**config.mk**
```make
export PLATFORM = sky130hd
export DESIGN_NAME = sram_tp_arb_ctrl
export DESIGN_NICKNAME = d
export VERILOG_FILES = /design/src/rtl/sram_tp_arb_ctrl.sv
export SDC_FILE = /design/constraint.sdc
export NUM_CORES = 1
export LEC_CHECK = 0
export ABC_CLOCK_PERIOD_IN_PS = 4200
export CORE_AREA = 2 2 87 89
export CTS_CLUSTER_SIZE = 10
export DETAILED_ROUTE_END_ITERATION = 7
export DIE_AREA = 0 0 89 91
export GPL_TIMING_DRIVEN = 0
export HOLD_SLACK_MARGIN = 0.08
export PLACE_DENSITY_LB_ADDON = 0.05
export SYNTH_ARGS = -nofsm -noshare
export SYNTH_HDL_FRONTEND = slang
export SYNTH_SLANG_ARGS = --single-unit
```
**constraint.sdc**
```tcl
create_clock -name clk -period 4.2 [get_ports clk]
set_input_delay 1.05 -clock clk [delete_from_list [all_inputs] [get_ports clk]]
set_output_delay 1.05 -clock clk [all_outputs]
set_load 0.005 [all_outputs]
```
**src/rtl/sram_tp_arb_ctrl.sv**
```systemverilog
// Two-client round-robin arbiter/sequencer for a two-port SRAM: one write port, one read port,
// read tagging with in-order response routing, and read-after-write collision stalling.
module sram_tp_arb_ctrl #(
  parameter int SIZE     = 256,
  parameter int DATA_WD  = 32,
  parameter int RD_LAT   = 1,
  localparam int SIZE_WD = (SIZE > 1) ? $clog2(SIZE) : 1
) (
  input  logic               clk,
  input  logic               rst,
  input  logic               wr0_val_i,
  input  logic [SIZE_WD-1:0] wr0_adr_i,
  input  logic [DATA_WD-1:0] wr0_dat_i,
  output logic               wr0_rdy_o,
  input  logic               wr1_val_i,
  input  logic [SIZE_WD-1:0] wr1_adr_i,
  input  logic [DATA_WD-1:0] wr1_dat_i,
  output logic               wr1_rdy_o,
  input  logic               rd0_val_i,
  input  logic [SIZE_WD-1:0] rd0_adr_i,
  output logic               rd0_rdy_o,
  input  logic               rd1_val_i,
  input  logic [SIZE_WD-1:0] rd1_adr_i,
  output logic               rd1_rdy_o,
  output logic               rd0_rsp_o,
  output logic               rd1_rsp_o,
  output logic [DATA_WD-1:0] rd_dat_o,
  output logic               sram_wr_val_o,
  output logic [SIZE_WD-1:0] sram_wr_adr_o,
  output logic [DATA_WD-1:0] sram_wr_dat_o,
  output logic               sram_rd_val_o,
  output logic [SIZE_WD-1:0] sram_rd_adr_o,
  input  logic               sram_rd_val_i,
  input  logic [DATA_WD-1:0] sram_rd_dat_i,
  output logic               err_o
);

  logic [1:0]         wr_req;
  logic [1:0]         rd_req;
  logic [SIZE_WD-1:0] wr_adr [2];
  logic [DATA_WD-1:0] wr_dat [2];
  logic [SIZE_WD-1:0] rd_adr [2];

  logic               wptr_reg, wptr_next;
  logic               rptr_reg, rptr_next;
  logic               wr_any, wr_idx;
  logic               rd_any, rd_idx, rd_go;
  logic               collision;
  logic [SIZE_WD-1:0] wr_adr_sel, rd_adr_sel;
  logic [DATA_WD-1:0] wr_dat_sel;
  logic [1:0]         wr_gnt, rd_gnt, rsp;

  logic [RD_LAT-1:0]  tag_vld_reg, tag_vld_next;
  logic [RD_LAT-1:0]  tag_id_reg, tag_id_next;
  logic               tail_vld, tail_id;
  logic               err_reg;

  // Requests are masked during reset so nothing is granted or issued to the SRAM.
  assign wr_req    = {wr1_val_i, wr0_val_i} & {2{~rst}};
  assign rd_req    = {rd1_val_i, rd0_val_i} & {2{~rst}};
  assign wr_adr[0] = wr0_adr_i;
  assign wr_adr[1] = wr1_adr_i;
  assign wr_dat[0] = wr0_dat_i;
  assign wr_dat[1] = wr1_dat_i;
  assign rd_adr[0] = rd0_adr_i;
  assign rd_adr[1] = rd1_adr_i;

  // Pointer only matters on a tie; a lone requester always wins.
  function automatic logic rr_pick(input logic [1:0] req, input logic ptr);
    if (req == 2'b11) return ptr;
    return req[1];
  endfunction

  always_comb begin
    wr_any     = |wr_req;
    wr_idx     = rr_pick(wr_req, wptr_reg);
    wr_adr_sel = wr_adr[wr_idx];
    wr_dat_sel = wr_dat[wr_idx];
    rd_any     = |rd_req;
    rd_idx     = rr_pick(rd_req, rptr_reg);
    rd_adr_sel = rd_adr[rd_idx];
    // Hold the read back one cycle so it sees the word being written now.
    collision  = wr_any & rd_any & (rd_adr_sel == wr_adr_sel);
    rd_go      = rd_any & ~collision;
    wptr_next  = wr_any ? ~wr_idx : wptr_reg;
    rptr_next  = rd_go  ? ~rd_idx : rptr_reg;
  end

  for (genvar gi = 0; gi < 2; gi++) begin : g_client
    assign wr_gnt[gi] = wr_any & (wr_idx == 1'(gi));
    assign rd_gnt[gi] = rd_go  & (rd_idx == 1'(gi));
    assign rsp[gi]    = tail_vld & (tail_id == 1'(gi)) & ~rst;
  end

  assign wr0_rdy_o     = wr_gnt[0];
  assign wr1_rdy_o     = wr_gnt[1];
  assign rd0_rdy_o     = rd_gnt[0];
  assign rd1_rdy_o     = rd_gnt[1];
  assign sram_wr_val_o = wr_any;
  assign sram_wr_adr_o = wr_adr_sel;
  assign sram_wr_dat_o = wr_dat_sel;
  assign sram_rd_val_o = rd_go;
  assign sram_rd_adr_o = rd_adr_sel;

  // Tag shift register: stage 0 captures the issued read, tail lines up with SRAM data.
  always_comb begin
    tag_vld_next    = tag_vld_reg << 1;
    tag_id_next     = tag_id_reg << 1;
    tag_vld_next[0] = rd_go;
    tag_id_next[0]  = rd_idx;
  end

  assign tail_vld  = tag_vld_reg[RD_LAT-1];
  assign tail_id   = tag_id_reg[RD_LAT-1];
  assign rd0_rsp_o = rsp[0];
  assign rd1_rsp_o = rsp[1];
  assign rd_dat_o  = sram_rd_dat_i;
  assign err_o     = err_reg & ~rst;

  always_ff @(posedge clk) begin
    if (rst) begin
      wptr_reg    <= 1'b0;
      rptr_reg    <= 1'b0;
      tag_vld_reg <= '0;
      tag_id_reg  <= '0;
      err_reg     <= 1'b0;
    end else begin
      wptr_reg    <= wptr_next;
      rptr_reg    <= rptr_next;
      tag_vld_reg <= tag_vld_next;
      tag_id_reg  <= tag_id_next;
      err_reg     <= err_reg | (tail_vld != sram_rd_val_i);
    end
  end

endmodule

```
==> results of run 1 <==
worst reg2reg max path: stages (launching register included):
cell     delay [ns]
dfxtp_1        0.33
and2b_1        0.21
nor3b_4        0.22
buf_6          0.16
mux2_4         0.31
xor2_1         0.16
or3_4          0.36
buf_4          0.14
or4_1          0.49
nand3_1        0.09
worst max-delay path by stage:
stage | cells past startpoint | startpoint | to | slack [ns]
finish | 10 | rd0_val_i | rd1_rdy_o | 0.06
global route | 10 | rd0_val_i | rd1_rdy_o | -0.08
CTS | 10 | rd0_val_i | rd1_rdy_o | -0.002
detailed placement | 10 | rd0_val_i | rd1_rdy_o | -0.78
global placement | 10 | rd0_val_i | rd1_rdy_o | -0.76
floorplan | 8 | rd0_val_i | rd1_rdy_o | 0.29
layout by cell type, fill, tap and decap left out, drive strengths merged:
cell type	Yosys	final
or3	1	1
nand3	1	1
o31a	2	2
and2	1	1
and2b	1	1
nand2b	3	3
nor3	1	1
xnor2	4	4
nand2	97	97
nand4	1	1
dfxtp	5	5
inv	2	2
a21oi	1	1
nor3b	2	2
and3b	1	1
nor2	9	9
buf	37	46
xor2	4	4
or4	1	1
nor2b	2	2
mux2i	1	1
dlygate4sd2	0	2
clkbuf	4	9
nand3b	2	2
o211ai	1	1
clkdlybuf4s15	0	2
mux2	15	15
clkdlybuf4s50	0	183
a31oi	1	1
metrics by stage:
step	setup slack [ns]	std cells	hold slack [ns]	area, µm²	utilization
CTS	-0.00243	497	0.457	3340	0.468
floorplan	0.288	200	0.432	1230	-
global placement	-0.763	490	0.450	3260	0.457
finish	0.0560	500	0.452	3380	0.474
global route	-0.0797	500	0.494	3380	0.474
detailed placement	-0.779	490	0.449	3260	0.457
area by class of cell:
cell class,instances,area share
timing repair buffer,197,0.578
clock buffer,4,0.0133
tap,99,0.0366
inverter,2,0.00370
multi-input combinational,152,0.252
buffer,41,0.0865
sequential,5,0.0296
power by group:
part / switching, mW / leakage [nW] / total (mW) / internal, mW
clock network: 0.0221 / 0.0228 / 0.0871 / 0.0650
logic: 0.104 / 1.44 / 0.350 / 0.246
registers: 0.00238 / 0.0418 / 0.0549 / 0.0525
total: 0.128 / 1.50 / 0.492 / 0.364
metal layers:
metal / vias up / part of all wire
li1: 996 / -
met1: 807 / 0.35
met2: 134 / 0.53
met3: 8 / 0.11
met4: 0 / 0.020
met5: - / 0
cells by family after synthesis:
kind of cell | Yosys count | synth area share
DFF | 5 | 0.0815
xor gates and xnor gates | 8 | 0.0570
and+or+nand+nor | 123 | 0.441
buffers and inverters | 43 | 0.236
AOI/OAI and AO/OA | 5 | 0.0295
muxes | 16 | 0.155
repair_timing:
item                       4_1_cts  5_1_grt
resized for setup               27        5
pin swaps                        5        6
setup endpoints to repair       33        3
setup buffers                    3        3
==> impl_metrics.ini, run 1 <==
[grt]
overflow = 0
grt_pass1_vias = 1974
antenna_found_initial = 0
busiest_layer = met2
use_met2 = 0.291
grt_pass1_wl_mm = 9.25
met1_usage = 0.140
use_met3 = 0.0373
grt_max_degree = 11
grt_usage = 0.144

[sta]
finalCriticalPeriod_ns = 4.14
slew_viol_final = 0
worstMarginPinSlew_ns = 0.460
setup_violations = 0
finalClockSkew_ns = 0.000312
finalCritPeriodShare = 0.987
rsz0062_at_grt = yes
finalHoldViolations = 0
setup_tns_ns = 0
max_freq_mhz = 241
maxSlewHeadroom = 0.693

[job]
max-cap-violations = 0

[placed_design]
hpwl_mm = 5.58
gp_congestion = 0.812
port_buffers = 191

[logic_synthesis]
synth_top_area_share = 0.296
netlist_area_mm2 = 0.00123
synth.largest_area_cell = nand2_1
synth_edf_count = 0
synth_cells = 200
ys_seq_area_frac = 0.0815
syn-num-nets = 335
async_flop_share = 0
synth_area_leaders = nand2_1 (30%), buf_4 (20%), mux2_2 (11%)
yosys_warnings = 0
synthFlopType = dfxtp_1
yosysMostFrequentCell = nand2_1
synthTopCellsByCount = nand2_1 (97), buf_4 (32), mux2_2 (12), nor2_1 (9), dfxtp_1 (5)
syn_avg_cell_area_um2 = 6.14
synth-seq-cells = 5
ys_types = 34

[clock_tree]
cts_sinks = 5
root_buffer = clkbuf_8
clk_pin_slew_ns = 0.03
clk_latency_ns = 0.22
htreeDepth = 1
clock_path_buffers = 2
numCtsBuffers = 3
cts_tree = built
hold_buffers = 0

[setup_path]
cp_max_fo = 4
cp_num_buf_inv = 3
crit_chain = buf_8 > and2b_1 > nor3b_4 > buf_6 > mux2_4 > xor2_1 > or3_4 > o31a_1 > and2_1 > buf_2
crit_path_end_kind = output pin
r2r_start = rptr_reg
crit_arrival_ns = 3.09
setup.worst_path.class = input port to output pin
r2r_cells = 9
r2r_end = rptr_reg
crit_family = simple AND/OR/NAND/NOR gates
critPathSlowestCell = or3_4
regToRegSetupSlack_ns = 1.67
critical_path_required_ns = 3.15
cp-start-kind = input port
critPathMaxStageDelay_ns = 0.36

[routing]
ant_nets = 0
wl_per_cell_um = 12.7
drc = 0
num_vias = 1945
vias_per_cell = 3.89
routed_wl_mm = 6.34
drtIter0Drc = 31
first_pass_iters = 3

[hold_path]
hold-path-cell-count = 2
whs_endpoint = err_reg
min-delay-path-class = register to register
hold_start = err_reg

[floorplan]
design.core.area_mm2 = 0.00714
io_pins = 224
rows = 31
initial_core_util = 0.172
die_area_mm2 = 0.00810
die_w_um = 89
die_h_um = 91

[power_and_ir_drop]
p_per_area_mw_per_mm2 = 145
vdd_drop_max_mv = 0.0996
p_total_mw = 0.492
p_leak_nw = 1.50

[final_layout]
final_layout_size_suffix_gt1_frac = 0.167
area_delta_synth_final_pct = 175
diodes = 0
layout.nets = 537
multi_input_area_um2 = 852
fill_cells = 751
seqCellArea_um2 = 100

[status]
status = complete, no violations
(Power assumes the default switching activity.)
==> run 2, diff against run 1 <==
CELL_PAD_IN_SITES_DETAIL_PLACEMENT = 2   (was not set)
CELL_PAD_IN_SITES_GLOBAL_PLACEMENT = 2   (was not set)
CORE_AREA = not set   (was 2 2 87 89)
CORE_UTILIZATION = 10   (was not set)
DIE_AREA = not set   (was 0 0 89 91)
==> impl_metrics.ini, run 2 (same netlist as run 1, synthesis figures left out) <==
[sta]
setup_violations = 1
fin_ws_ns = -0.00583
finalClockSkew_ns = 0.00120
max_freq_mhz = 238
worstMarginPinSlew_ns = 0.485
maxSlewHeadroom = 0.677
finalCriticalPeriod_ns = 4.21
finalCritPeriodShare = 1.00
hold-worst-slack_ns = 0.469
finalHoldViolations = 0
rsz0062_at_grt = yes
slew_viol_final = 0

[power_and_ir_drop]
vdd_drop_max_mv = 0.0806
p_comb_frac = 0.628
p_per_area_mw_per_mm2 = 163
switching_power_mw = 0.146
p_leak_nw = 1.56
swShare = 0.252
p_seq_frac = 0.096
p_clk_frac = 0.276
p_int_mw = 0.431

[floorplan]
initial_core_util = 0.102
rows = 40
die_area_mm2 = 0.0127
design.core.area_mm2 = 0.0120
die_h_um = 113
die_w_um = 113
io_pins = 224

[clock_tree]
numCtsBuffers = 3
clk_latency_ns = 0.23
htreeDepth = 1
hold_buffers = 0
clock_path_buffers = 2
cts_sinks = 5
cts_tree = built
clk_pin_slew_ns = 0.03
root_buffer = clkbuf_16

[grt]
grt_max_degree = 11
grt_pass1_wl_mm = 10.8
grt_pass1_vias = 2116
grt_usage = 0.108
overflow = 0
antenna_found_initial = 0

[setup_path]
cp-start-kind = input port
crit_family = simple AND/OR/NAND/NOR gates
crit_chain = buf_8 > and2b_1 > nor3b_4 > buf_6 > mux2_4 > xor2_1 > or3_4 > o31a_1 > and2_1 > buf_2
setup.worst_path.class = input port to output pin
cp_max_fo = 7
crit_arrival_ns = 3.16
crit_path_end_kind = output pin
critPathSlowestCell = or3_4
cp_num_buf_inv = 3
critical_path_required_ns = 3.15
critPathMaxStageDelay_ns = 0.38

[routing]
wl_per_cell_um = 13.2
drc = 0
drtIter0Drc = 17
routed_wl_mm = 7.29
num_vias = 2064
first_pass_iters = 4
vias_per_cell = 3.74
ant_nets = 0

[final_layout]
fill_cells = 1451
layout.nets = 541
mostFrequentLayoutCells = clkdlybuf4s50_1 (183), nand2_1 (97), buf_4 (41), nor2_1 (9), mux2_4 (8)
area_delta_synth_final_pct = 188
stdcell_area_mm2 = 0.00354
diodes = 0
final_common_cell = clkdlybuf4s50_1
final_layout_size_suffix_gt1_frac = 0.185

[placed_design]
port_buffers = 191
placed_cell_area_mm2 = 0.00332
gp_congestion = 0.686
hpwl_mm = 6.34
dp_slack_ns = -0.868

[status]
status = complete, but fails checks
violations = negative setup slack

[hold_path]
min-delay-path-class = register to register

[job]
max-cap-violations = 0
## run 2: changes by cell type in the layout (fill, tap and decap cells not counted), sizes merged
cell	previous run	this run
buf	46	50
clkbuf	9	10
dlygate4sd2	2	1
## run 2: stage by stage
stage               TNS (ns)   util  cells  total power [mW]
global placement       -9.34  0.277    538             0.402
detailed placement     -9.44  0.277    538             0.406
global route          -0.119  0.295    552             0.618
floorplan                  0      -    200             0.171
CTS                        0  0.291    547             0.582
finish              -0.00583  0.295    552             0.577
## run 2: final timing paths
check	from	to	slack (ns)	depth (start not counted)
hold / removal	err_reg	err_reg	0.47	2
hold reg to reg	err_reg	err_reg	0.47	2
setup reg to reg	rptr_reg	rptr_reg	1.60	9
setup / recovery	rd0_val_i	rd1_rdy_o	-0.006	10
## run 2: power groups by stage
| stage | sequential [mW] | clock [mW] | combinational [mW] |
|---|---|---|---|
| 3_3_place_gp | 0.0557 | 0 | 0.347 |
| 4_1_cts | 0.0555 | 0.162 | 0.364 |
| 3_5_place_dp | 0.0561 | 0 | 0.350 |
| 2_1_floorplan | 0.0552 | 0 | 0.116 |
| 5_1_grt | 0.0562 | 0.168 | 0.394 |
| 6_report | 0.0555 | 0.159 | 0.362 |
## run 2: cell type report
class / instances / area, µm² / share of cell area
Inverter: 2 / 12.5 / 0.00353
Buffer: 41 / 298 / 0.0841
Multi-Input combinational cell: 152 / 886 / 0.250
Clock buffer: 4 / 78.8 / 0.0223
Sequential cell: 5 / 100 / 0.0283
Tap cell: 147 / 184 / 0.0519
Timing Repair Buffer: 201 / 1980 / 0.560
## run 2: layer usage
metal,routed length (µm),part of all wire,GRT usage,up-vias
met4,76,0.010,0.0258,0
met1,2730,0.38,0.116,920
li1,-,-,-,1006
met2,3620,0.50,0.197,134
met5,0,0,0,-
met3,856,0.12,0.0455,4
## run 2: timing repair
action / CTS / global route
setup buffers: 5 / 5
endpoints found under the setup margin: 33 / 3
gates resized for setup: 35 / 7
pin swaps: 5 / 6
## run 2: worst min-delay path: stages, from the launching register on
cell,delay (ns)
dfxtp_1,0.31
nor2_1,0.05
nor2_1,0.07
==> run 3, diff against run 2 <==
HOLD_SLACK_MARGIN = not set   (was 0.08)
==> results of run 3 <==
The final DEF is identical to that of run 2; final timing and power are the same.
